`config.mk`:
```
export PLATFORM = sky130hd
export DESIGN_NAME = mux_2to1_arb
export DESIGN_NICKNAME = d
export VERILOG_FILES = /design/src/rtl/mux_arb_pkg.sv /design/src/rtl/mux_2to1_bus.sv /design/src/rtl/mux_2to1_arb.sv
export SDC_FILE = /design/constraint.sdc
export NUM_CORES = 1
export LEC_CHECK = 0
export CAP_MARGIN = 10
export CORE_UTILIZATION = 31
export CTS_CLUSTER_SIZE = 28
export DETAILED_ROUTE_END_ITERATION = 8
export GPL_TIMING_DRIVEN = 0
export SLEW_MARGIN = 20
export SYNTH_ARGS = -nofsm -noshare
export SYNTH_HDL_FRONTEND = slang
export SYNTH_SLANG_ARGS = --single-unit
export TNS_END_PERCENT = 1
```
`constraint.sdc`:
```
create_clock -name clk -period 2.55 [get_ports clk]
set_input_delay 0.51 -clock clk [delete_from_list [all_inputs] [get_ports clk]]
set_output_delay 0.51 -clock clk [all_outputs]
set_load 0.01 [all_outputs]
```
`src/rtl/mux_arb_pkg.sv`:
```
// Shared types for the two-source round-robin output arbiter.
// Grant encoding doubles as the mux select value.
package mux_arb_pkg;

  typedef enum logic [1:0] {
    IDLE    = 2'd0,
    SERVE_A = 2'd1,
    SERVE_B = 2'd2
  } arb_state_e;

  localparam logic GNT_A = 1'b0;
  localparam logic GNT_B = 1'b1;

  function automatic arb_state_e serve_of(input logic g);
    return (g == GNT_B) ? SERVE_B : SERVE_A;
  endfunction

endpackage

```
`src/rtl/mux_2to1_bus.sv`:
```
// Purely combinational DATA_W-wide 2:1 mux.
// sel=0 passes d0, sel=1 passes d1.
module mux_2to1_bus #(
  parameter int DATA_W = 8
) (
  input  logic              sel,
  input  logic [DATA_W-1:0] d0,
  input  logic [DATA_W-1:0] d1,
  output logic [DATA_W-1:0] y
);

  assign y = sel ? d1 : d0;

endmodule

```
`src/rtl/mux_2to1_arb.sv`:
```
// Round-robin arbiter sharing one valid/ready stream between A and B,
// with bounded bursts so neither source can starve the other.
module mux_2to1_arb
  import mux_arb_pkg::*;
#(
  parameter int DATA_W    = 8,
  parameter int MAX_BURST = 4
) (
  input  logic              clk,
  input  logic              rst_n,
  input  logic              a_valid,
  input  logic [DATA_W-1:0] a_data,
  output logic              a_ready,
  input  logic              b_valid,
  input  logic [DATA_W-1:0] b_data,
  output logic              b_ready,
  output logic              y_valid,
  output logic [DATA_W-1:0] y_data,
  input  logic              y_ready,
  output logic              sel
);

  localparam int CW = $clog2(MAX_BURST) + 1;
  localparam logic [CW-1:0] LAST_BEAT = CW'(MAX_BURST - 1);

  arb_state_e    state, state_nx;
  logic [CW-1:0] cnt, cnt_nx;
  logic          sel_nx;
  logic          last, last_nx;

  logic cur;
  logic x_valid;
  logic o_valid;
  logic beat;

  mux_2to1_bus #(
    .DATA_W(DATA_W)
  ) u_bus (
    .sel(sel),
    .d0 (a_data),
    .d1 (b_data),
    .y  (y_data)
  );

  always_ff @(posedge clk or negedge rst_n) begin
    if (!rst_n) begin
      state <= IDLE;
      cnt   <= '0;
      sel   <= GNT_A;
      last  <= GNT_B;
    end else begin
      state <= state_nx;
      cnt   <= cnt_nx;
      sel   <= sel_nx;
      last  <= last_nx;
    end
  end

  assign cur     = (state == SERVE_B) ? GNT_B : GNT_A;
  assign x_valid = cur ? b_valid : a_valid;
  assign o_valid = cur ? a_valid : b_valid;

  always_comb begin
    y_valid = 1'b0;
    a_ready = 1'b0;
    b_ready = 1'b0;
    case (state)
      SERVE_A: begin
        y_valid = a_valid;
        a_ready = y_ready;
      end
      SERVE_B: begin
        y_valid = b_valid;
        b_ready = y_ready;
      end
      default: ;
    endcase
  end

  assign beat = (state != IDLE) & x_valid & y_ready;

  always_comb begin
    state_nx = state;
    cnt_nx   = cnt;
    sel_nx   = sel;
    last_nx  = last;
    case (state)
      IDLE: begin
        unique case (1'b1)
          a_valid & b_valid: begin
            state_nx = serve_of(~last);
            sel_nx   = ~last;
            last_nx  = ~last;
            cnt_nx   = '0;
          end
          a_valid & ~b_valid: begin
            state_nx = SERVE_A;
            sel_nx   = GNT_A;
            last_nx  = GNT_A;
            cnt_nx   = '0;
          end
          ~a_valid & b_valid: begin
            state_nx = SERVE_B;
            sel_nx   = GNT_B;
            last_nx  = GNT_B;
            cnt_nx   = '0;
          end
          default: ;
        endcase
      end
      SERVE_A, SERVE_B: begin
        if (beat) begin
          if (cnt == LAST_BEAT) begin
            // Burst end: other side first, else a fresh burst here.
            cnt_nx = '0;
            if (o_valid) begin
              state_nx = serve_of(~cur);
              sel_nx   = ~cur;
              last_nx  = ~cur;
            end
          end else begin
            cnt_nx = cnt + 1'b1;
          end
        end else if (!x_valid) begin
          cnt_nx = '0;
          if (o_valid) begin
            state_nx = serve_of(~cur);
            sel_nx   = ~cur;
            last_nx  = ~cur;
          end else begin
            state_nx = IDLE;
          end
        end
      end
      default: begin
        state_nx = IDLE;
        cnt_nx   = '0;
      end
    endcase
  end

endmodule

```
==> Word level (Yosys, flattened, before mapping) <==
Cells that the tools add are included.
{ "word_totals": {"regBits": 7, "inputBits": 21, "out_inout_bits": 12, "wordCells": 62} }
{ "classes": {"add_sub_neg": 1, "n_eq_ne": 8, "muxes": 32, "n_bitwise": 9, "reduce_logical": 8} }
{ "op_table": {"columns": ["cell", "n"], "rows": [
  ["$mux W2", 7],
  ["$mux W1", 13],
  ["$mux W3", 4],
  ["$ne A3 B3 Y1 const B", 3],
  ["$mux W8", 1],
  ["$reduce_and A4 Y1", 2],
  ["$pmux W1 S2", 3],
  ["$pmux W2 S3", 1],
  ["$pmux W3 S2", 1],
  ["$and A1 B1 Y1", 5],
  ["$ne A4 B4 Y1 const B", 1],
  ["$not A1 Y1", 4],
  ["$pmux W2 S2", 1],
  ["$reduce_bool A2 Y1", 2],
  ["$add A3 B1 Y3 const B", 1],
  ["$eq A3 B2 Y1 const B", 1],
  ["$pmux W1 S3", 1],
  ["$reduce_or A3 Y1", 1],
  ["$eq A2 B1 Y1 const B", 1],
  ["$eq A2 B2 Y1 const B", 1],
  ["$logic_not A2 Y1", 1],
  ["$ne A2 B2 Y1 const B", 1],
  ["$reduce_and A2 Y1", 1],
  ["$reduce_or A2 Y1", 1]
]} }

==> Logic depth before layout (Yosys ltp) <==
Gate-level depths: netlist of the first run.
{ "logic_depth": {"ltp_word": 7, "depth_mapped": 7, "ltp_nobuf": 6} }

==> Cells and area by module <==
From an unflattened synthesis of the first run, not the netlist that was laid out.
{ "hier_totals": {"hier_cells": 72, "area_unflattened_um2": 762.0} }
{ "modules_own_cells": {"columns": ["module", "instances", "cells_per_inst", "area_per_inst_um2", "seq_area_each_um2"], "rows": [
  ["mux_2to1_arb", 1, 63, 630.6, 176.4],
  ["mux_2to1_bus", 1, 9, 131.4, 0.0]
]} }

==> Worst setup path after synthesis of the first run <==
Ideal clock, no wire load.
{ "synth_path": {"kind": "input -> register", "startpoint": "input port a_valid", "endpoint": "register sel", "setup_time_ns": 0.128, "arrival_time_ns": 1.727, "required_ns": 2.422, "setup_slack_ns": 0.696, "path_stages": 6, "n_path_buf": 0, "cell_sequence": "inv_1 > ha_1 > nor4b_1 > a31oi_4 > o2111ai_1 > mux2_1"} }
{ "synth_between": {"elab_chain_cells": 5, "word_cells_on_any_way": 18, "cone_classes": "eq/ne (3); mux (8); bitwise (6); reduce/logical (1)"} }
{ "synth_rtl": {"columns": ["element", "line_no", "text"], "rows": [
  ["start, declared", "mux_2to1_arb.sv:11", "input logic a_valid,"],
  ["$mux W1 (on tied branches)", "mux_2to1_arb.sv:60, mux_2to1_arb.sv:61", null],
  ["$and A1 B1 Y1 / $mux W1 (equally long branches) (2 in series)", null, null],
  ["$ne A3 B3 Y1 (no source line) / $mux W1 (equally long branches)", null, null],
  ["$reduce_and A4 Y1 (no source line) / $pmux W1 S2 (equally long branches)", null, null],
  ["end signal, assigned", "mux_2to1_arb.sv:54", "sel <= sel_nx;"],
  ["end, declared", "mux_2to1_arb.sv:20", "output logic sel"]
]} }
Several ways; a longest one is shown, not always the timed one. The select of a mux whose other input is x is not followed.
A chain may end at the register's enable or synchronous reset.

==> Worst setup path after layout of the first run <==
{ "layout_path": {"startpoint": "input port a_valid", "endpoint": "output port y_valid"} }
{ "layout_between": {"elab_chain_cells": 1} }
{ "layout_rtl": {"columns": ["element", "line_no", "text"], "rows": [
  ["$pmux W1 S2", "mux_2to1_arb.sv:67", "case (state)"],
  ["end, declared", "mux_2to1_arb.sv:17", "output logic y_valid,"]
]} }
Every way passes these cells.

==> reports/results.tsv, run 1 <==
stage	metric	value	unit
outcome	result of the run	finished clean	
cells_and_area	number of nets in the finished design	142	
timing	largest clock skew in the final design	0.00247	ns
route	topmost layer with routed signal wires	met3	
setup_path	maximum fanout count along the critical path	10	
route	DRT Wirelength	1.70	mm
floorplan	initial core utilization	0.334	
global_routing	total grt overflow	0	
cells_and_area	most used cells in the layout excluding fill and tap cells	sky130_fd_sc_hd__clkdlybuf4s50_1, sky130_fd_sc_hd__mux2_2, sky130_fd_sc_hd__ha_1	
power_and_ir_drop	share of total power in the clock network	0.099	
clock_tree	H-tree depth	1	
yosys	number of unique standard cell types used by synthesis	30	
global_routing	vias in the first global route	599	
setup_path	required arrival time at the worst endpoint	2.04	ns
cells_and_area	area growth from synthesis to final layout	51.8	%
clock_tree	maximum root-to-sink buffer count	2	
power_and_ir_drop	part of the power in registers	0.184	
floorplan	area enclosed by the die boundary	0.00261	mm^2
timing	Fin. Hold Viols	0	
route	starting DRC count in detailed routing	6	
cells_and_area	share of cells above drive strength 1	0.171	
placed_design	post-detail-place hpwl	1.45	mm
route	M1 wire length	865	um
power_and_ir_drop	Comb pwr share	0.717	
yosys	post-synth top area cell	sky130_fd_sc_hd__dfrtp_1	
timing	slack of the critical path	0.0814	ns
floorplan	IO Count	33	
power_and_ir_drop	Total Power Consumption	983	uW
timing	final critical path time including I/O delays and setup	2.47	ns
timing	setup repair after global routing missed its margin	no	
yosys	sequential fraction of the synthesis area	0.236	
route	first-pass iteration count of the detailed router	2	
yosys	Cells after Synth	76	
placed_design	minimum setup slack after placement	-0.157	ns
placed_design	global placement routability congestion	0.721	
floorplan	core region area	0.00223	mm^2
run	Max Cap Viol	0	
timing	Final Max Slew Viols	0	
clock_tree	clock transition at the register clock pins on the worst setup and hold paths after CTS	0.05	ns
power_and_ir_drop	switching component of the power	382	uW
timing	post-route clock period utilization	0.968	
global_routing	All-Layer GR Usage	0.145	
power_and_ir_drop	net switching fraction of the power	0.388	
setup_path	destination of the worst register-to-register timing path	sel	
global_routing	largest net degree at the start of global routing	12	
yosys	cell types with the largest area share after synthesis	sky130_fd_sc_hd__dfrtp_1, sky130_fd_sc_hd__ha_1, sky130_fd_sc_hd__mux2_2	
clock_tree	clock network latency to the later pin of the worst-skew pair	0.25	ns
cells_and_area	number of fill cells	222	
hold_path	hold-critical path endpoint	cnt[0]	
yosys	async set-or-reset flop fraction in the synthesized netlist	1.00	
global_routing	wire length of the first global-routing pass	2.82	mm
floorplan	y dimension of the die	51.1	um
hold_path	worst hold path class	reg2reg	
timing	top achievable clock speed	405	MHz
setup_path	worst reg2reg path depth	7	
hold_path	cell depth of the worst min-delay path	1	
floorplan	horizontal die dimension	51.1	um
route	total met2 wirelength after detailed routing	784	um
timing	number of setup violations in the final report	0	
global_routing	number of antenna violations at the first check in global routing	0	
power_and_ir_drop	largest voltage drop on the vdd net	0.543	mV
yosys	post-synthesis sequential element count	7	
setup_path	startpoint-to-endpoint class of the critical path	in2out	
power_and_ir_drop	Int Power	601	uW
clock_tree	Setup Buffers After CTS	0	
power_and_ir_drop	leakage power	0.473	nW
setup_path	Setup crit start kind	input pin	
yosys	share of the synthesized area in the top cell type	0.201	
clock_tree	TritonCTS clock tree	built	
setup_path	worst reg2reg startpoint	state[0]	
setup_path	setup slack of the worst register-to-register path	0.61	ns
placed_design	number of buffer cells added on primary ports	32	
setup_path	sort of element at the end of the critical path	output pin	
yosys	total nets after synthesis	106	
yosys	number of enable-type register cells in the synthesized netlist	0	
yosys	Yosys warning total	0	
route	drt via density	4.84	
yosys	Syn Area/Cell	9.83	um^2
cells_and_area	Antenna Diode Count	0	
route	count of nets left with antenna violations after detail routing	0	
route	number of DRC violations after detailed routing	0	
route	detailed route wirelength on metal3	49	um
clock_tree	Num CTS Buffers	3	
yosys	Cell Area, Synth	747	um^2
yosys	Post-synth top flop	sky130_fd_sc_hd__dfrtp_1	
clock_tree	number of clock sinks	7	
setup_path	Critical Path AT	1.96	ns
timing	Tightest Pin Transition	0.473	ns
route	routed wirelength normalized by instance count	12.2	um
floorplan	cell row count	17	
clock_tree	root buffer cell	sky130_fd_sc_hd__clkbuf_4	
power_and_ir_drop	power density normalized to cell area	867	mW/mm^2
hold_path	origin of the worst min-delay path	cnt[0]	
cells_and_area	most common library cell in the layout ignoring fill and taps	sky130_fd_sc_hd__clkdlybuf4s50_1	
route	number of vias in the routed layout	673	
timing	worst rel slew slack	0.684	
==> metal layers <==
metal	GRT usage	vias to the layer above
met5	0	-
met4	0.0139	0
met3	0.0536	0
met2	0.202	6
met1	0.216	318
li1	-	349
==> cell usage after synthesis, drive strengths merged, types with 2 or more instances <==
cell type  instances
a21oi              2
and2               2
and3b              3
clkbuf             2
dfrtp              6
ha                 9
inv                7
mux2              13
nand2              4
nand2b             2
nand3              2
nor2b              3
o2111ai            2
o211ai             4
o21ai              4
==> power groups by stage <==
stage	Clock, mW	Sequential, mW	Combinational, mW
5_1_grt	0.110	0.186	0.775
4_1_cts	0.104	0.182	0.697
6_report	0.0973	0.181	0.705
3_5_place_dp	0	0.184	0.697
3_3_place_gp	0	0.181	0.703
2_1_floorplan	0	0.182	0.469
==> timing repair <==
action / 4_1_cts / 5_1_grt
hold buffers: 0 / 0
endpoints found under the setup margin: 1 / 5
gates resized for setup: 0 / 2
hold endpoints to repair: 0 / 0
==> registers in the layout, indices dropped and copies added (netlist names) <==
| name | flops |
|---|---|
| cnt | 3 |
| state | 2 |
| last | 1 |
| sel | 1 |
==> kinds of logic (layout without fill, tap and decap cells) <==
family	after synthesis	count (layout)	share of synthesized area
simple gates	19	19	0.154
compound gates	18	18	0.198
mux	13	13	0.201
buf+inv	10	45	0.0603
fa+ha+maj	9	9	0.151
flops	7	7	0.236
==> critical path, cell delays in order <==
cell and delay, ns:
sky130_fd_sc_hd__clkdlybuf4s50_1 0.64, sky130_fd_sc_hd__a22oi_1 0.14, sky130_fd_sc_hd__nor2b_1 0.13, sky130_fd_sc_hd__clkdlybuf4s50_1 0.54
==> metrics by stage <==
step | setup TNS, ns | instance area (um^2) | hold slack, ns | utilization | instances
floorplan | 0 | 747 | 0.214 | - | 76
global placement | -0.579 | 1100 | 0.476 | 0.494 | 136
detailed placement | -0.551 | 1100 | 0.480 | 0.494 | 136
CTS | 0 | 1120 | 0.487 | 0.504 | 139
global route | 0 | 1130 | 0.521 | 0.508 | 139
finish | 0 | 1130 | 0.485 | 0.508 | 139
==> cell type report <==
type | count | area (um^2) | share of cell area
multi-input cells | 59 | 534 | 0.471
repair buffers | 32 | 320 | 0.283
inverters | 7 | 26.3 | 0.0232
flip-flops and latches | 7 | 176 | 0.156
well taps | 28 | 35.0 | 0.0309
clock buffers | 4 | 26.3 | 0.0232
plain buffers | 2 | 15.0 | 0.0132
==> how the worst max path moves through the flow <==
stage	slack, ns	cells after the start	startpoint	to
finish	0.08	4	a_valid	y_valid
global route	0.009	4	a_valid	y_valid
CTS	0.07	4	state[0]	y_valid
detailed placement	-0.16	7	a_valid	sel
global placement	-0.16	7	a_valid	sel
floorplan	0.70	6	a_valid	sel
No activity file was read; power rests on OpenSTA's default activity.
==> run 2: changes to the inputs <==
CAP_MARGIN = 20   (was 10)
RECOVER_POWER = 50   (was default)
==> run 2 against run 1 <==
  * Worst hold slack better by 0.019 ns
  * Global-route usage unchanged
  * Maximum frequency up 0.13%
  * Final area unchanged
  * Final cell count unchanged
  * Sequential share of layout area unchanged
  * Utilization unchanged
  * Clock skew about the same
==> reports/results.tsv, run 2 (synthesized netlist as in run 1, its figures left out) <==
stage	metric	value	unit	change
cells_and_area	number of flip-flops under the largest register name	3		unchanged
route	starting DRC count in detailed routing	6		unchanged
clock_tree	clock network latency to the later pin of the worst-skew pair	0.25	ns	about the same
setup_path	critical-path cell with the highest stage delay	sky130_fd_sc_hd__clkdlybuf4s50_1		
timing	setup repair after global routing missed its margin	no		
placed_design	number of buffer cells added on primary ports	32		unchanged
timing	top achievable clock speed	406	MHz	+0.13%
floorplan	core region area	0.00223	mm^2	unchanged
setup_path	startpoint-to-endpoint class of the critical path	in2out		
floorplan	IO Count	33		unchanged
route	routed wirelength normalized by instance count	12.2	um	-0.12%
timing	final critical path time including I/O delays and setup	2.47	ns	-0.00313 ns
global_routing	global-route layer with the greatest usage	met1		
timing	Tightest Pin Transition	0.473	ns	-0.00000739 ns
clock_tree	clock transition at the register clock pins on the worst setup and hold paths after CTS	0.05	ns	about the same
setup_path	worst reg2reg path depth	7		unchanged
clock_tree	root buffer cell	sky130_fd_sc_hd__clkbuf_4		
clock_tree	cells resized by post-CTS repair	0		unchanged
timing	worst rel slew slack	0.684		about the same
timing	number of setup violations in the final report	0		unchanged
setup_path	Buf/Inv on CP	2		unchanged
run	Max Cap Viol	0		unchanged
timing	Setup Total Neg Slack	0	ns	unchanged
cells_and_area	number of nets in the finished design	142		unchanged
clock_tree	maximum root-to-sink buffer count	2		unchanged
cells_and_area	Antenna Diode Count	0		unchanged
cells_and_area	Top Registers	cnt x3, state x2		
floorplan	horizontal die dimension	51.1	um	unchanged
route	count of nets left with antenna violations after detail routing	0		unchanged
clock_tree	number of clock sinks	7		unchanged
setup_path	required arrival time at the worst endpoint	2.04	ns	about the same
route	number of DRC violations after detailed routing	0		unchanged
clock_tree	H-tree depth	1		unchanged
cells_and_area	share of cells above drive strength 1	0.171		unchanged
power_and_ir_drop	largest voltage drop on the vdd net	0.544	mV	+0.17%
hold_path	hold-critical path endpoint	cnt[0]		
route	drt via density	4.83		-0.30%
cells_and_area	most common library cell in the layout ignoring fill and taps	sky130_fd_sc_hd__clkdlybuf4s50_1		
timing	Fin. Hold Viols	0		unchanged
placed_design	post-detail-place hpwl	1.45	mm	unchanged
global_routing	met2 routing resource usage after global routing	0.202		unchanged
clock_tree	TritonCTS clock tree	built		
global_routing	All-Layer GR Usage	0.145		unchanged
setup_path	critical path's most frequent cell	sky130_fd_sc_hd__clkdlybuf4s50_1		
floorplan	initial core utilization	0.334		unchanged
cells_and_area	number of fill cells	222		unchanged
route	first-pass iteration count of the detailed router	3		+1
setup_path	destination of the worst register-to-register timing path	sel		
setup_path	CP delay by family, top	buffers and inverters		
global_routing	M3 GR Usage	0.0536		unchanged
setup_path	sort of element at the end of the critical path	output pin		
outcome	result of the run	finished clean		
route	DRT Wirelength	1.70	mm	-0.12%
setup_path	CP cell instances	clkdlybuf4s50_1 -> a22oi_1 -> nor2b_1 -> clkdlybuf4s50_1		
power_and_ir_drop	leakage power	0.474	nW	+0.11%
hold_path	worst hold path class	reg2reg		
floorplan	cell row count	17		unchanged
placed_design	global placement routability congestion	0.721		unchanged
cells_and_area	most used cells in the layout excluding fill and tap cells	sky130_fd_sc_hd__clkdlybuf4s50_1, sky130_fd_sc_hd__mux2_2, sky130_fd_sc_hd__ha_1		
setup_path	worst reg2reg startpoint	state[0]		
global_routing	vias in the first global route	599		unchanged
clock_tree	Setup Buffers After CTS	0		unchanged
power_and_ir_drop	power density normalized to cell area	863	mW/mm^2	-0.49%
global_routing	total grt overflow	0		unchanged
global_routing	wire length of the first global-routing pass	2.82	mm	unchanged
setup_path	Setup crit start kind	input pin		
timing	post-route clock period utilization	0.967		-0.00123
timing	WHS	0.503	ns	+0.0185 ns
floorplan	area enclosed by the die boundary	0.00261	mm^2	unchanged
clock_tree	Num CTS Buffers	3		unchanged
setup_path	largest stage delay on the critical path	0.64	ns	about the same
cells_and_area	area growth from synthesis to final layout	51.8	%	unchanged
route	number of vias in the routed layout	671		-0.30%
setup_path	maximum fanout count along the critical path	10		unchanged
hold_path	origin of the worst min-delay path	cnt[0]		
hold_path	cell depth of the worst min-delay path	1		unchanged
cells_and_area	largest register by flop count	cnt		
global_routing	largest net degree at the start of global routing	12		unchanged
timing	largest clock skew in the final design	0.00249	ns	+0.0000236 ns
clock_tree	hold bufs inserted after CTS	0		unchanged
setup_path	setup slack of the worst register-to-register path	0.61	ns	about the same
setup_path	Critical Path AT	1.96	ns	about the same
global_routing	number of antenna violations at the first check in global routing	0		unchanged
floorplan	y dimension of the die	51.1	um	unchanged
timing	Final Max Slew Viols	0		unchanged
global_routing	met1 demand-to-capacity share in global routing	0.216		unchanged
==> run 2: cell count changes in the layout (fill, tap and decap cells not counted), sizes merged <==
cell,previous run,this run
clkdlybuf4s50,32,29
dlygate4sd3,0,3
==> run 2: how the worst max path moves through the flow <==
| stage | from | end | slack, ns | depth (start not counted) |
|---|---|---|---|---|
| 6_report | a_valid | y_valid | 0.08 | 4 |
| 5_1_grt | a_valid | y_valid | 0.009 | 4 |
| 4_1_cts | state[0] | y_valid | 0.07 | 4 |
| 3_5_place_dp | a_valid | sel | -0.16 | 7 |
| 3_3_place_gp | a_valid | sel | -0.16 | 7 |
| 2_1_floorplan | a_valid | sel | 0.70 | 6 |
==> run 2: cell type report <==
| class | count | area, um^2 | share of cell area |
|---|---|---|---|
| multi-input cells | 59 | 534 | 0.471 |
| repair buffers | 32 | 320 | 0.283 |
| flip-flops and latches | 7 | 176 | 0.156 |
| well taps | 28 | 35.0 | 0.0309 |
| clock buffers | 4 | 26.3 | 0.0232 |
| inverters | 7 | 26.3 | 0.0232 |
| plain buffers | 2 | 15.0 | 0.0132 |
==> run 2: worst reg2reg max path: cells and delay by family, from the launching register on <==
| family | cells | cell delay [ns] |
|---|---|---|
| multiplexers | 2 | 0.68 |
| flip-flops | 1 | 0.39 |
| AO/OA/AOI/OAI | 2 | 0.34 |
| buffers and inverters | 2 | 0.21 |
| adder cells (fa/ha/maj) | 1 | 0.21 |
==> run 2: per-stage QoR <==
step / std cells / total power, mW / worst slack [ns] / utilization / cell area, um^2
6_report: 139 / 0.978 / 0.0845 / 0.508 / 1130
5_1_grt: 139 / 1.07 / 0.00949 / 0.508 / 1130
4_1_cts: 139 / 0.982 / 0.0728 / 0.504 / 1120
3_5_place_dp: 136 / 0.881 / -0.157 / 0.494 / 1100
3_3_place_gp: 136 / 0.884 / -0.164 / 0.494 / 1100
2_1_floorplan: 76 / 0.651 / 0.696 / - / 747
==> run 2: metal layers <==
layer,routed length [um],up-vias
met4,0,0
met3,49,0
met1,858,318
met5,0,-
li1,-,347
met2,789,6
==> run 2: report_power, final <==
group | switching, mW | leakage (nW) | internal, mW
clock | 0.0378 | 0.0150 | 0.0595
combinational | 0.319 | 0.370 | 0.382
sequential | 0.0247 | 0.0894 | 0.156
total | 0.381 | 0.474 | 0.597
